`config.mk`:
```
export PLATFORM = sky130hd
export DESIGN_NAME = complex_addsub_scheduler
export DESIGN_NICKNAME = d
export VERILOG_FILES = /design/src/rtl/complex_pkg.sv /design/src/rtl/addsub_tag_pipe.sv /design/src/rtl/complex_addsub_scheduler.sv
export SDC_FILE = /design/constraint.sdc
export NUM_CORES = 1
export LEC_CHECK = 0
export ABC_CLOCK_PERIOD_IN_PS = 2800
export BUFFER_PORTS_ARGS = -buffer_cell sky130_fd_sc_hd__buf_2
export CELL_PAD_IN_SITES_DETAIL_PLACEMENT = 1
export CELL_PAD_IN_SITES_GLOBAL_PLACEMENT = 1
export CORE_AREA = 2 2 227 229
export DETAILED_ROUTE_END_ITERATION = 8
export DIE_AREA = 0 0 229 231
export PLACE_DENSITY = 0.47
export SETUP_SLACK_MARGIN = 0.2
export SLEW_MARGIN = 20
export SYNTH_ARGS = -nofsm -noshare
export SYNTH_HDL_FRONTEND = slang
export SYNTH_HIERARCHICAL = 1
export SYNTH_SLANG_ARGS = --single-unit
```
`constraint.sdc`:
```
create_clock -name clk -period 2.8 [get_ports clk]
set_input_delay 0.28 -clock clk [delete_from_list [all_inputs] [get_ports clk]]
set_output_delay 0.28 -clock clk [all_outputs]
set_load 0.005 [all_outputs]
```
`src/rtl/complex_pkg.sv`:
```
// complex_pkg
// Shared definitions for the complex add/sub scheduler slice:
//   CPLX_W  - width of one complex word {real[63:32], imag[31:0]}
//   LANE_W  - width of one single-precision lane
//   OP_ADD / OP_SUB - op encodings presented to the shared adder
//   sched_state_t   - scheduler state (RUN accepts work, DRAIN empties the pipe)
package complex_pkg;

  localparam int CPLX_W = 64;
  localparam int LANE_W = 32;

  localparam logic OP_ADD = 1'b0;
  localparam logic OP_SUB = 1'b1;

  typedef enum logic {
    RUN   = 1'b0,
    DRAIN = 1'b1
  } sched_state_t;

endpackage

```
`src/rtl/addsub_tag_pipe.sv`:
```
// addsub_tag_pipe
// LATENCY-deep shift register of {valid, id} tags that advances in lock-step
// with the shared adder pipeline, so each result can be routed back to the
// requester that issued it.
// Ports:
//   clk, rst_n            - clock, synchronous active-low reset
//   en                    - shift enable (mirrors the adder clock enable)
//   in_valid, in_id       - tag entering stage 0 (valid=0 inserts a bubble)
//   last_valid, last_id   - tag in the final stage
//   any_valid             - at least one stage holds a live tag
module addsub_tag_pipe
  import complex_pkg::*;
#(
  parameter int LATENCY = 11
) (
  input  logic clk,
  input  logic rst_n,
  input  logic en,
  input  logic in_valid,
  input  logic in_id,
  output logic last_valid,
  output logic last_id,
  output logic any_valid
);

  logic [LATENCY-1:0] stage_valid;
  logic [LATENCY-1:0] stage_id;

  // Tags only move when the adder pipeline moves; otherwise they hold so the
  // tag that reaches the last stage always lines up with addsub_result.
  always_ff @(posedge clk) begin
    if (!rst_n) begin
      stage_valid <= '0;
      stage_id    <= '0;
    end else if (en) begin
      stage_valid[0] <= in_valid;
      stage_id[0]    <= in_id;
      for (int i = 1; i < LATENCY; i++) begin
        stage_valid[i] <= stage_valid[i-1];
        stage_id[i]    <= stage_id[i-1];
      end
    end
  end

  assign last_valid = stage_valid[LATENCY-1];
  assign last_id    = stage_id[LATENCY-1];
  assign any_valid  = |stage_valid;

endmodule

```
`src/rtl/complex_addsub_scheduler.sv`:
```
// complex_addsub_scheduler
// Shares one pipelined complex adder/subtractor between two requesters with
// round-robin arbitration, returns each result to its issuer, gates the adder
// clock enable, and supports a flush/drain handshake.
// Ports:
//   clk, rst_n                       - clock, synchronous active-low reset
//   reqN_valid/ready/a/b/op (N=0,1)  - request channels, ready = grant
//   flush / flush_done               - drain request pulse / completion pulse
//   addsub_a/b/op/ce, addsub_result  - shared adder interface
//   rsp_valid/id/data                - result pulse tagged with requester index
//   last_result                      - most recent result, held
//   busy                             - work in flight or draining
module complex_addsub_scheduler
  import complex_pkg::*;
#(
  parameter int LATENCY = 11
) (
  input  logic              clk,
  input  logic              rst_n,
  input  logic              req0_valid,
  output logic              req0_ready,
  input  logic [CPLX_W-1:0] req0_a,
  input  logic [CPLX_W-1:0] req0_b,
  input  logic              req0_op,
  input  logic              req1_valid,
  output logic              req1_ready,
  input  logic [CPLX_W-1:0] req1_a,
  input  logic [CPLX_W-1:0] req1_b,
  input  logic              req1_op,
  input  logic              flush,
  output logic              flush_done,
  output logic [CPLX_W-1:0] addsub_a,
  output logic [CPLX_W-1:0] addsub_b,
  output logic              addsub_op,
  output logic              addsub_ce,
  input  logic [CPLX_W-1:0] addsub_result,
  output logic              rsp_valid,
  output logic              rsp_id,
  output logic [CPLX_W-1:0] rsp_data,
  output logic [CPLX_W-1:0] last_result,
  output logic              busy
);

  localparam int CNT_W = $clog2(LATENCY + 2);

  sched_state_t     state;
  logic             rr;
  logic [CNT_W-1:0] inflight;
  logic             grant0;
  logic             grant1;
  logic             transfer;
  logic             capture;
  logic             tag_last_valid;
  logic             tag_last_id;
  logic             tag_any_valid;

  // Round-robin grant: an uncontested requester always wins; when both ask,
  // rr (0 = req0) picks. Nothing is granted while draining or in reset.
  always_comb begin
    grant0 = 1'b0;
    grant1 = 1'b0;
    if (rst_n && state == RUN) begin
      grant0 = req0_valid && (!req1_valid || !rr);
      grant1 = req1_valid && (!req0_valid || rr);
    end
  end

  assign transfer   = grant0 | grant1;
  assign req0_ready = grant0;
  assign req1_ready = grant1;

  // The adder runs whenever new work enters or live tags remain, so an idle
  // pipe costs no switching; capture fires as the oldest tag leaves the pipe.
  assign addsub_ce = rst_n && (transfer || tag_any_valid);
  assign capture   = addsub_ce && tag_last_valid;

  // Operands are driven only on a transfer and are zero otherwise.
  always_comb begin
    addsub_a  = '0;
    addsub_b  = '0;
    addsub_op = OP_ADD;
    if (grant1) begin
      addsub_a  = req1_a;
      addsub_b  = req1_b;
      addsub_op = req1_op;
    end else if (grant0) begin
      addsub_a  = req0_a;
      addsub_b  = req0_b;
      addsub_op = req0_op;
    end
  end

  assign busy = (inflight != '0) || (state != RUN);

  addsub_tag_pipe #(
    .LATENCY(LATENCY)
  ) u_tag_pipe (
    .clk       (clk),
    .rst_n     (rst_n),
    .en        (addsub_ce),
    .in_valid  (transfer),
    .in_id     (grant1),
    .last_valid(tag_last_valid),
    .last_id   (tag_last_id),
    .any_valid (tag_any_valid)
  );

  // Scheduler state, round-robin pointer, in-flight count and registered
  // response outputs. rr only moves on a contested grant and then points at
  // the loser. DRAIN exits once the count reaches zero, pulsing flush_done.
  always_ff @(posedge clk) begin
    if (!rst_n) begin
      state       <= RUN;
      rr          <= 1'b0;
      inflight    <= '0;
      flush_done  <= 1'b0;
      rsp_valid   <= 1'b0;
      rsp_id      <= 1'b0;
      rsp_data    <= '0;
      last_result <= '0;
    end else begin
      flush_done <= 1'b0;
      rsp_valid  <= capture;
      if (capture) begin
        rsp_id      <= tag_last_id;
        rsp_data    <= addsub_result;
        last_result <= addsub_result;
      end
      if (transfer && req0_valid && req1_valid) begin
        rr <= grant0;
      end
      if (transfer && !capture) begin
        inflight <= inflight + CNT_W'(1);
      end else if (!transfer && capture) begin
        inflight <= inflight - CNT_W'(1);
      end
      case (state)
        RUN: begin
          if (flush) begin
            state <= DRAIN;
          end
        end
        DRAIN: begin
          if (inflight == '0) begin
            flush_done <= 1'b1;
            state      <= RUN;
          end
        end
        default: state <= RUN;
      endcase
    end
  end

endmodule

```
* Yosys cells after proc, flatten, opt, wreduce, memory -nomap -nowiden
Index checks and enable logic that the tools add are counted.
** Operators by class
- $add $sub $neg :: 2
- Muxes and demuxes :: 14
- Bitwise operators :: 2
- Reductions and logical operators :: 23
** Operator list (number)
- two-way mux 64 bit :: 4
- OR reduction 11 bit :: 1
- logical AND 1 bit :: 9
- two-way mux 4 bit :: 2
- two-way mux 1 bit :: 7
- logical NOT 1 bit :: 5
- adder 4 x 1 -> 4 bit (second input constant) :: 1
- logical NOT 4 bit :: 1
- logical OR 1 bit :: 4
- nonzero test 4 bit :: 1
- subtractor 4 x 1 -> 4 bit (second input constant) :: 1
- case mux 1 bit (2 select lines) :: 1
- AND reduction 2 bit :: 1
- nonzero test 2 bit :: 1
- inverter 1 bit :: 1
- bitwise OR 1 bit :: 1
** Word-level totals
- Register bits after elaboration :: 95
- Bits of input ports :: 327
- Output and inout port bits :: 264
- Word-level logic and storage cells :: 50

* Longest topological paths before layout
Gate-level depths: netlist of run 1.
- Depth in word-level cells :: 11
- Gate-level depth with buffers :: 12
- Depth with buffers taken out :: 10

* Hierarchy
The synthesis of run 1 kept the hierarchy.
** Modules (own cells, without submodules)
- complex_addsub_scheduler :: instances 1, cells each 553, area an instance 4516.8 µm²
- addsub_tag_pipe :: instances 1, cells each 75, area an instance 879.6 µm²

* Worst setup path after synthesis of run 1
No wires, ideal clock.
- Path kind :: register -> register
- From :: reg u_tag_pipe.stage_valid[10]
- To :: reg inflight[3]
- Library setup time :: 0.072 ns
- Data arrival time :: 2.444 ns
- Required time :: 2.728 ns
- Path slack :: 0.285 ns
- Cell stages (with the launch flop) :: 13
- Cell sequence :: dfxtp_1 -> nor4_1 -> nand3_1 -> o211ai_2 -> buf_4 -> buf_2 -> ha_1 -> inv_1 -> ha_1 -> a21oi_1 -> a211oi_1 -> a31oi_1 -> mux2i_1
** On the way
- Cells in the longest elaborated chain, start to end :: 7
- Elaborated cells on any way between the ends :: 9
- Those cells by class :: mux (1); reduce/logical (8)
** Ends and longest elaborated chain
- from (decl) :: RTL line addsub_tag_pipe.sv:26 : logic [LATENCY-1:0] stage_valid;
- from (signal, indexed assignment) :: RTL line addsub_tag_pipe.sv:39 : stage_valid[i] <= stage_valid[i-1];
- OR reduction 11 bit * :: RTL line addsub_tag_pipe.sv:47 : assign any_valid = |stage_valid;
- named net tag_any_valid :: RTL line complex_addsub_scheduler.sv:55 : logic tag_any_valid;
- logical OR 1 bit * :: RTL line complex_addsub_scheduler.sv:74 : assign addsub_ce = rst_n && (transfer || tag_any_valid);
- logical AND 1 bit * :: RTL line complex_addsub_scheduler.sv:74
- logical AND 1 bit * :: RTL line complex_addsub_scheduler.sv:75 : assign capture = addsub_ce && tag_last_valid;
- logical NOT 1 bit :: RTL line complex_addsub_scheduler.sv:132 : if (transfer && !capture) begin
- logical AND 1 bit :: RTL line complex_addsub_scheduler.sv:132
- two-way mux 4 bit or nonzero test 2 bit (tied branches)
- to (signal assigned) :: RTL line complex_addsub_scheduler.sv:133 : inflight <= inflight + CNT_W'(1);
- to (signal assigned) :: RTL line complex_addsub_scheduler.sv:135 : inflight <= inflight - CNT_W'(1);
- to (decl) :: RTL line complex_addsub_scheduler.sv:48 : logic [CNT_W-1:0] inflight;
Mark *: on every way through the listed nets, which the timed path passes. The rest lies on a longest branch.
A chain may end at the register's enable or synchronous reset.

* Final worst setup path of run 1
Ends and elaborated chain as after synthesis.

==> impl_metrics.env, run 1 <==
export IMPL_initial_core_util=0.106
export IMPL_rsz0062_at_grt="no"
export IMPL_synth_adder_area_share=0.0107
export IMPL_syn_cell_area_um2=5400
export IMPL_combPwrFrac=0.251
export IMPL_syn2layout_area_growth_pct=67.0
export IMPL_detail_route_antenna_nets=0
export IMPL_grtUsageTotal=0.142
export IMPL_swShare=0.279
export IMPL_gp_congestion=0.975
export IMPL_fin_nets=1458
export IMPL_cts_sinks=95
export IMPL_p_sw_uw=951
export IMPL_hold_viol=0
export IMPL_synth_seq_cells=95
export IMPL_drive_gt1_frac=0.556
export IMPL_intPower_uw=2460
export IMPL_path_max_fanout=4
export IMPL_fin_crit_sh=0.870
export IMPL_synth_warnings=6
export IMPL_worstSetupPathType="flip-flop to flip-flop"
export IMPL_antenna_found_initial=59
export IMPL_clk_path_buf_depth=2
export IMPL_cts_root_buf="clkbuf_16"
export IMPL_fp_dieW_um=229
export IMPL_synthCells=628
export IMPL_dr_pass1_iters=4
export IMPL_max_freq_mhz=410
export IMPL_layout_min_cycle_time_ns=2.44
export IMPL_ys_seq_area_frac=0.352
export IMPL_cts_made_buffers=9
export IMPL_hold_class="input pin to flip-flop"
export IMPL_grt_pass1_wl_um=51600
export IMPL_cp_required_ns=3.09
export IMPL_cts_tree="done"
export IMPL_outcome="completed"
export IMPL_worst_setup_path_start_kind="flip-flop"
export IMPL_slew_viol_final=0
export IMPL_hpwl_um=35000
export IMPL_drtIter0Drc=222
export IMPL_seq_power_share=0.404
export IMPL_peakVddDrop_mv=0.250
export IMPL_grt_pass1_vias=6462
export IMPL_syn_num_nets=959
export IMPL_vias_per_cell=3.71
export IMPL_core_area_um2=50700
export IMPL_layout_commonest_cell="buf_2"
export IMPL_maxCapViolCount=0
export IMPL_syn_mean_instance_area_um2=8.59
export IMPL_finalClockSkew_ns=0.00752
export IMPL_placed_cell_area_um2=8640
export IMPL_synth_top_family_by_area="compound AO/OA/AOI/OAI gates"
export IMPL_clk_latency_ns=0.36
export IMPL_die_area_um2=52900
export IMPL_pin_count=591
export IMPL_avgRoutedWirePerCell_um=21.6
export IMPL_worstSetupEndpointType="flip-flop"
export IMPL_tightest_slew_ns=0.662
export IMPL_p_clk_frac=0.345
export IMPL_synth_compound_area_frac=0.288
export IMPL_drc=0
export IMPL_synth_simple_area_share=0.106
export IMPL_p_total_uw=3410
export IMPL_grt_max_degree=132
export IMPL_vias=6821
export IMPL_cellPowerDensity_nw_per_um2=379
export IMPL_relSlewSlack=0.559
export IMPL_final_cell_mix="590 x buf_2, 129 x a22o_1, 95 x dfxtp_1"
export IMPL_wl_um=39700
export IMPL_rows=83
export IMPL_cts_clk_slew_worst_paths_ns=0.06
export IMPL_synthMuxAreaShare=0.0445
export IMPL_synthXorXnorAreaFrac=0.00325
export IMPL_cp_arrival_ns=2.73
export IMPL_setup_violations=0
export IMPL_die_height_um=231
export IMPL_final_cell_area_um2=9010
export IMPL_port_buffers=590
export IMPL_static_leakage_power_uw=0.00487
export IMPL_cts_max_level=3
export IMPL_setup_tns_ns=0
export IMPL_grt_overflow=0
export IMPL_synth_cell_types=32
-- worst max-delay path, stage by stage, from the launching register on --
cell and delay [ns]:
dfxtp_1 0.35, nor4_2 0.30, nand3_1 0.19, o211ai_4 0.20, ha_1 0.20, inv_1 0.10
ha_1 0.35, a21oi_2 0.20, a211oi_2 0.09, a31oi_1 0.19, mux2i_1 0.20
-- final cells by class --
cell class,instances,area [um^2]
clock inverters,1,5.00
multi-input cells,345,2480
fillers,6245,41700
well taps,680,851
diodes,30,75.1
clock buffers,12,267
inverters,68,255
flip-flops and latches,95,1900
repair buffers,608,3180
-- worst paths after layout --
kind / cells after the start / startpoint / slack (ns) / end
min: 2 / flush / 0.15 / state$_SDFF_PN0_
max reg2reg: 10 / u_tag_pipe/stage_valid[10]$_SDFFE_PN0P_ / 0.36 / inflight[3]$_SDFFE_PN0P_
min reg2reg: 2 / u_tag_pipe/stage_id[10]$_SDFFE_PN0P_ / 0.47 / rsp_id$_SDFFE_PN0P_
max: 10 / u_tag_pipe/stage_valid[10]$_SDFFE_PN0P_ / 0.36 / inflight[3]$_SDFFE_PN0P_
-- repair_timing --
| item | 4_1_cts | 5_1_grt |
|---|---|---|
| gates resized for setup | 0 | 3 |
| endpoints found under the setup margin | 0 | 1 |
| buffers inserted | 0 | 1 |
| hold buffers | 0 | 0 |
-- logic make-up (layout without fill, tap and decap cells) --
family                   after synthesis  in the layout
adder cells (fa/ha/maj)                4              4
flip-flops                            95             95
AND/OR/NAND/NOR                      108            108
XOR/XNOR                               2              2
AO/OA/AOI/OAI                        207            207
other                                  0             30
multiplexers                          24             24
buffers and inverters                188            689
-- flip-flops by register name, indices dropped and copies added, names as in the netlist --
register                count
last_result                64
u_tag_pipe/stage_id        11
u_tag_pipe/stage_valid     11
inflight                    4
flush_done                  1
rr                          1
rsp_id                      1
rsp_valid                   1
state                       1
-- per-stage QoR --
step | setup WS [ns] | util | instances | hold slack [ns]
final | 0.364 | 0.178 | 1839 | 0.148
after global routing | 0.203 | 0.177 | 1817 | 0.138
after CTS | 0.247 | 0.176 | 1808 | 0.116
after detailed placement | 0.286 | 0.171 | 1795 | 0.464
after global placement | 0.319 | 0.171 | 1795 | 0.459
after floorplan | 0.285 | - | 628 | 0.408
-- cells in the mapped netlist (all sizes together) --
cell type,number,share of area
xnor2,2,0.0032
o21ai,67,0.062
mux2i,24,0.045
a31oi,1,0.0012
and2,2,0.0023
buf,102,0.13
nor2,1,0.00069
a21boi,1,0.0014
o211ai,1,0.0023
a21oi,3,0.0042
nand2,6,0.0042
and3,1,0.0012
nor4,3,0.0035
dfxtp,95,0.35
a211oi,1,0.0014
nor3,1,0.00093
inv,68,0.047
o211a,1,0.0019
nand2b,2,0.0023
clkbuf,18,0.013
nor2b,24,0.028
o21a,2,0.0028
fa,1,0.0037
nand3,67,0.062
ha,3,0.0070
or3,1,0.0012
a22o,129,0.21
o21ba,1,0.0019
-- power groups by stage --
stage | clock (uW) | combinational [uW] | sequential (uW)
6_report | 1180 | 855 | 1380
5_1_grt | 1300 | 934 | 1380
4_1_cts | 1260 | 868 | 1380
3_5_place_dp | 0 | 867 | 1410
3_3_place_gp | 0 | 860 | 1410
2_1_floorplan | 0 | 345 | 1410
-- metal layers --
metal,track usage,part of all wire
met1,0.135,0.34
met2,0.280,0.54
met3,0.0388,0.071
met4,0.0649,0.048
met5,0,0
Power figures use the tool's default switching activity.
==> run 2: changes to the inputs <==
- ABC_AREA: unset -> 1
- CORE_AREA: 2 2 227 229 -> 2 2 233 235
- DIE_AREA: 0 0 229 231 -> 0 0 235 237
- PLACE_DENSITY: 0.47 -> 0.48
==> impl_metrics.env, run 2 <==
export IMPL_drtIter0Drc=325
export IMPL_tightest_slew_ns=0.932
export IMPL_synth_area_top_cells="dfxtp_1 32%, a22o_1 19%, nand2_1 14%"
export IMPL_syn_mean_instance_area_um2=7.22
export IMPL_hpwl_um=32500
export IMPL_cts_max_level=3
export IMPL_fp_dieW_um=235
export IMPL_fin_ws_ns=0.362
export IMPL_setup_violations=0
export IMPL_port_buffers=590
export IMPL_worstSetupPathType="flip-flop to output port"
export IMPL_cts_root_buf="clkbuf_16"
export IMPL_static_leakage_power_uw=0.00571
export IMPL_post_synth_top_count_cell="nand2_1"
export IMPL_worst_setup_path_start_kind="flip-flop"
export IMPL_setup_tns_ns=0
export IMPL_combPwrFrac=0.326
export IMPL_multi_input_area_um2=2860
export IMPL_cts_sinks=95
export IMPL_clk_path_buf_depth=2
export IMPL_synth_cell_types=25
export IMPL_cp_required_ns=2.52
export IMPL_fin_nets=1638
export IMPL_swShare=0.358
export IMPL_grt_pass1_vias=7388
export IMPL_hold_class="input pin to flip-flop"
export IMPL_path_max_fanout=33
export IMPL_cp_arrival_ns=2.16
export IMPL_drc=0
export IMPL_gp_congestion=0.906
export IMPL_cts_made_buffers=9
export IMPL_synth_edf_count=0
export IMPL_rows=85
export IMPL_cts_clk_slew_worst_paths_ns=0.08
export IMPL_grt_overflow=0
export IMPL_num_fill_cells=6626
export IMPL_finalClockSkew_ns=0.0137
export IMPL_synthArstFlopShare=0
export IMPL_final_cell_mix="589 x buf_2, 216 x nand2_1, 128 x a22o_1"
export IMPL_grtUsageTotal=0.131
export IMPL_slowest_stage="dfxtp_1"
export IMPL_cpPeakStageDelay_ns=0.37
export IMPL_outcome="completed"
export IMPL_hold_viol=0
export IMPL_seq_power_share=0.372
export IMPL_syn_cell_area_um2=5930
export IMPL_yosysTopAreaCell="dfxtp_1"
export IMPL_layout_min_cycle_time_ns=2.44
export IMPL_yosys_most_used_dff="dfxtp_1"
export IMPL_top_regs="last_result: 64 flops, u_tag_pipe/stage_id: 11 flops, u_tag_pipe/stage_valid: 11 flops"
export IMPL_peakVddDrop_mv=0.277
export IMPL_grt_pass1_wl_um=53500
export IMPL_yosysTopAreaCellShare=0.320
export IMPL_synth_seq_cells=95
export IMPL_die_height_um=237
export IMPL_core_area_um2=53300
export IMPL_p_clk_frac=0.302
export IMPL_p_sw_uw=1520
export IMPL_die_area_um2=55700
export IMPL_path_buf_inv=4
export IMPL_fin_crit_sh=0.871
export IMPL_intPower_uw=2730
export IMPL_syn_num_nets=1153
export IMPL_detail_route_antenna_nets=0
export IMPL_initial_core_util=0.111
export IMPL_cts_tree="done"
export IMPL_postCtsSetupRepairBufs=0
export IMPL_wl_um=39300
export IMPL_maxCapViolCount=0
export IMPL_worstSetupEndpointType="output port"
export IMPL_path_cells="nor2_2 -> nand3_1 -> inv_4 -> buf_16 -> buf_4 -> a22o_1 -> buf_2"
export IMPL_slew_viol_final=0
export IMPL_cp_top_family="buffers and inverters"
export IMPL_antenna_found_initial=19
export IMPL_ys_seq_area_frac=0.320
export IMPL_vias=7642
export IMPL_synth_top_cells_by_count="216 x nand2_1, 129 x a22o_1, 95 x dfxtp_1, 80 x buf_4, 76 x inv_1"
export IMPL_grt_max_degree=93
export IMPL_cellPowerDensity_nw_per_um2=452
export IMPL_largest_reg_flops=64
export IMPL_vias_per_cell=3.79
export IMPL_place_ws_ns=0.495
export IMPL_layout_commonest_cell="buf_2"
export IMPL_pin_count=591
export IMPL_drive_gt1_frac=0.483
export IMPL_syn2layout_area_growth_pct=58.6
export IMPL_avgRoutedWirePerCell_um=19.5
export IMPL_clk_latency_ns=0.37
export IMPL_synthCells=822
export IMPL_max_freq_mhz=410
export IMPL_dr_pass1_iters=5
export IMPL_synth_warnings=6
export IMPL_regMostFlops="last_result"
export IMPL_final_seq_area_um2=1900
export IMPL_rsz0062_at_grt="no"
export IMPL_relSlewSlack=0.379
## run 2: cell families (layout without fill, tap and decap cells)
logic type,count (synthesis),count (layout),share of synthesized area
adder cells (fa/ha/maj),4,4,0.00970
AO/OA/AOI/OAI,158,158,0.215
XOR/XNOR,3,3,0.00443
flip-flops,95,95,0.320
other,0,11,0
buffers and inverters,213,703,0.198
AND/OR/NAND/NOR,349,349,0.253
## run 2: timing repair
| item | CTS | global route |
|---|---|---|
| resized for setup | 0 | 4 |
| setup endpoints to repair | 0 | 12 |
| hold buffers | 0 | 0 |
## run 2: area by class of cell
type	count	area share
well taps	696	0.0925
diodes	11	0.00293
flip-flops and latches	95	0.202
multi-input cells	514	0.304
clock inverters	7	0.00838
repair buffers	608	0.334
inverters	79	0.0323
clock buffers	9	0.0239
## run 2: per-stage QoR
step	util	hold WS, ns	cell area [um^2]	power, uW	cells
6_report	0.177	0.145	9410	4250	2019
4_1_cts	0.175	0.122	9350	4340	2007
3_3_place_gp	0.170	0.461	9040	2990	1991
2_1_floorplan	-	0.390	5930	2320	822
3_5_place_dp	0.170	0.469	9040	3000	1991
5_1_grt	0.176	0.136	9390	4520	2010
## run 2: power by group through the flow
| stage | sequential (uW) | combinational, uW | clock [uW] |
|---|---|---|---|
| 4_1_cts | 1580 | 1400 | 1360 |
| 6_report | 1580 | 1390 | 1280 |
| 3_5_place_dp | 1610 | 1390 | 0 |
| 3_3_place_gp | 1610 | 1370 | 0 |
| 2_1_floorplan | 1590 | 730 | 0 |
| 5_1_grt | 1600 | 1530 | 1390 |
## run 2: layer usage
metal	part of all wire	up-vias	GRT usage
met5	0.0020	-	0
met4	0.013	12	0.0230
met3	0.087	33	0.0534
met2	0.46	271	0.212
met1	0.44	3634	0.166
li1	-	3692	-
## run 2: worst reg2reg max path, cell delays in order (launching register included)
cell and delay, ns:
dfxtp_1 0.37, nor2_2 0.20, nand3_1 0.22, nand3_2 0.15, nand3_2 0.08, ha_1 0.24
inv_1 0.14, ha_1 0.30, nand2_1 0.10, nand2_1 0.05, nor2_1 0.10, nand2_1 0.06
nand2_1 0.05, nand2_1 0.04, a21oi_1 0.11
## run 2: worst paths after layout
path,startpoint,endpoint,slack [ns],cells past startpoint
max,state$_SDFF_PN0_,addsub_a[36],0.36,7
min,addsub_result[33],last_result[33]$_SDFFE_PN0P_,0.14,3
max reg2reg,state$_SDFF_PN0_,inflight[3]$_SDFFE_PN0P_,0.53,14
min reg2reg,u_tag_pipe/stage_id[3]$_SDFFE_PN0P_,u_tag_pipe/stage_id[4]$_SDFFE_PN0P_,0.49,2
==> run 3: changes to the inputs <==
- CORE_AREA: 2 2 233 235 -> 2 2 230 232
- DIE_AREA: 0 0 235 237 -> 0 0 232 234
- PLACE_DENSITY: 0.48 -> unset
- PLACE_DENSITY_LB_ADDON: unset -> 0.1
- SYNTH_HIERARCHICAL: 1 -> unset
==> impl_metrics.env, run 3 <==
export IMPL_outcome="completed"
export IMPL_grt_max_degree=71
export IMPL_drtIter0Drc=359
export IMPL_cts_tree="done"
export IMPL_post_synth_top_count_cell="nand2_1"
export IMPL_finalClockSkew_ns=0.00612
export IMPL_cts_clk_slew_worst_paths_ns=0.07
export IMPL_yosysTopAreaCellShare=0.362
export IMPL_port_buffers=590
export IMPL_worstSetupPathType="flip-flop to output port"
export IMPL_cts_sinks=95
export IMPL_clk_path_buf_depth=2
export IMPL_gp_congestion=0.787
export IMPL_relSlewSlack=0.356
export IMPL_avgRoutedWirePerCell_um=23.9
export IMPL_grtUsageTotal=0.153
export IMPL_hpwl_um=37900
export IMPL_drc=0
export IMPL_synth_top_family_by_area="compound AO/OA/AOI/OAI gates"
export IMPL_yosys_most_used_dff="dfxtp_1"
export IMPL_fin_nets=1487
export IMPL_pin_count=591
export IMPL_tightest_slew_ns=0.966
export IMPL_synth_warnings=0
export IMPL_synth_adder_area_share=0.0110
export IMPL_path_max_fanout=32
export IMPL_hold_class="input pin to flip-flop"
export IMPL_dr_pass1_iters=4
export IMPL_cp_required_ns=2.52
export IMPL_layout_commonest_cell="buf_2"
export IMPL_synthCells=653
export IMPL_synth_simple_area_share=0.158
export IMPL_detail_route_antenna_nets=0
export IMPL_cts_max_level=3
export IMPL_synth_compound_area_frac=0.292
export IMPL_rows=84
export IMPL_top_regs="last_result: 64 flops, u_tag_pipe.stage_id: 11 flops, u_tag_pipe.stage_valid: 11 flops"
export IMPL_ys_seq_area_frac=0.362
export IMPL_setup_violations=0
export IMPL_vias_per_cell=3.66
export IMPL_regMostFlops="last_result"
export IMPL_cp_arrival_ns=2.13
export IMPL_synthXorXnorAreaFrac=0.00667
export IMPL_postLayoutCoreUtil=0.167
export IMPL_rsz0062_at_grt="no"
export IMPL_slew_viol_final=0
export IMPL_static_leakage_power_uw=0.00465
export IMPL_cts_root_buf="clkbuf_16"
export IMPL_maxCapViolCount=0
export IMPL_wl_um=44500
export IMPL_grt_pass1_vias=6416
export IMPL_grt_pass1_wl_um=55800
export IMPL_initial_core_util=0.101
export IMPL_peakVddDrop_mv=0.204
export IMPL_synthArstFlopShare=0
export IMPL_num_fill_cells=6400
export IMPL_syn2layout_area_growth_pct=65.8
export IMPL_die_height_um=234
export IMPL_core_area_um2=52000
export IMPL_antenna_found_initial=31
export IMPL_worstSetupEndpointType="output port"
export IMPL_syn_num_nets=984
export IMPL_layout_min_cycle_time_ns=2.41
export IMPL_final_cell_mix="590 x buf_2, 156 x nand2_1, 129 x a22o_1"
export IMPL_vias=6813
export IMPL_synth_area_top_cells="dfxtp_1 36%, a22o_1 22%, nand2_1 11%"
export IMPL_reg2reg_slack_ns=0.63
export IMPL_die_area_um2=54300
export IMPL_yosysTopAreaCell="dfxtp_1"
export IMPL_fin_crit_sh=0.860
export IMPL_synth_cell_types=28
export IMPL_grt_overflow=0
export IMPL_clk_latency_ns=0.37
export IMPL_hold_viol=0
export IMPL_drive_gt1_frac=0.549
export IMPL_synthMuxAreaShare=0
export IMPL_largest_reg_flops=64
export IMPL_worst_setup_path_start_kind="flip-flop"
export IMPL_cellPowerDensity_nw_per_um2=411
export IMPL_synth_edf_count=0
export IMPL_postCtsSetupRepairBufs=0
export IMPL_setup_tns_ns=0
export IMPL_max_freq_mhz=415
export IMPL_synth_seq_cells=95
export IMPL_syn_mean_instance_area_um2=8.04
export IMPL_fp_dieW_um=232
export IMPL_syn_cell_area_um2=5250
export IMPL_synth_top_cells_by_count="157 x nand2_1, 129 x a22o_1, 95 x dfxtp_1, 68 x a21oi_1, 66 x buf_4"
export IMPL_cts_made_buffers=9
==> run 3: cell types whose count changed in the layout (fill, tap and decap cells not counted), moves of 17 or more <==
| cell | before | now |
|---|---|---|
| a21oi_1 | 4 | 68 |
| nand4_1 | 65 | 0 |
| nor2_1 | 57 | 35 |
| nand2_1 | 216 | 156 |
| inv_1 | 75 | 14 |
| o21ai_0 | 21 | 4 |
==> run 3: path summary, 6_finish.rpt <==
path | from | end | cells past startpoint
max | state$_SDFF_PN0_ | addsub_a[40] | 6
min | flush | state$_SDFF_PN0_ | 3
min reg2reg | u_tag_pipe.stage_valid[2]$_SDFFE_PN0P_ | u_tag_pipe.stage_valid[3]$_SDFFE_PN0P_ | 2
max reg2reg | state$_SDFF_PN0_ | inflight[3]$_SDFFE_PN0P_ | 11
==> run 3: per-stage QoR <==
| step | cells | setup WS, ns | total power, uW | cell area [um^2] | hold WS, ns |
|---|---|---|---|---|---|
| 2_1_floorplan | 653 | 0.740 | 1850 | 5250 | 0.390 |
| 3_3_place_gp | 1833 | 0.642 | 2410 | 8410 | 0.419 |
| 3_5_place_dp | 1833 | 0.600 | 2400 | 8410 | 0.419 |
| 4_1_cts | 1849 | 0.261 | 3730 | 8680 | 0.0657 |
| 5_1_grt | 1849 | 0.229 | 3820 | 8680 | 0.0884 |
| 6_report | 1859 | 0.391 | 3580 | 8700 | 0.109 |
==> run 3: kinds of logic after synthesis <==
family	Yosys count
and+or+nand+nor	205
xor gates and xnor gates	4
DFF	95
adders and majority gates	4
AOI/OAI and AO/OA	209
buffers and inverters	136
==> run 3: layout make-up <==
cell class                 count  area [um^2]  share of cell area
sequential                    95         1900               0.218
inverter                      19         83.8             0.00963
clock inverter                 4         30.0             0.00345
antenna                       10         25.0             0.00287
timing repair buffer         609         3110               0.357
tap                          688          861              0.0989
clock buffer                  12          236              0.0272
multi-input combinational    422         2460               0.282
==> run 3: repair_timing <==
action	in CTS	in global routing
hold buffers	0	0
endpoints found under the setup margin	0	21
resized for setup	0	1
==> run 3: per-layer routing <==
layer,global-route usage,vias to the layer above,wire (um)
met5,0,-,96
li1,-,3214,-
met1,0.173,3228,16800
met3,0.0589,63,4230
met4,0.0214,16,498
met2,0.276,292,22900
==> run 3: report_power, final <==
part	internal [uW]	leakage, uW	switching [uW]
clock	611	0.000128	623
combinational	442	0.00376	485
sequential	1390	0.000769	29.8
==> run 3: critical path: stages, from the launching register on <==
cell,delay (ns)
dfxtp_1,0.38
nor2_8,0.16
nand3_2,0.12
inv_4,0.36
buf_4,0.37
a22o_1,0.18
buf_2,0.14
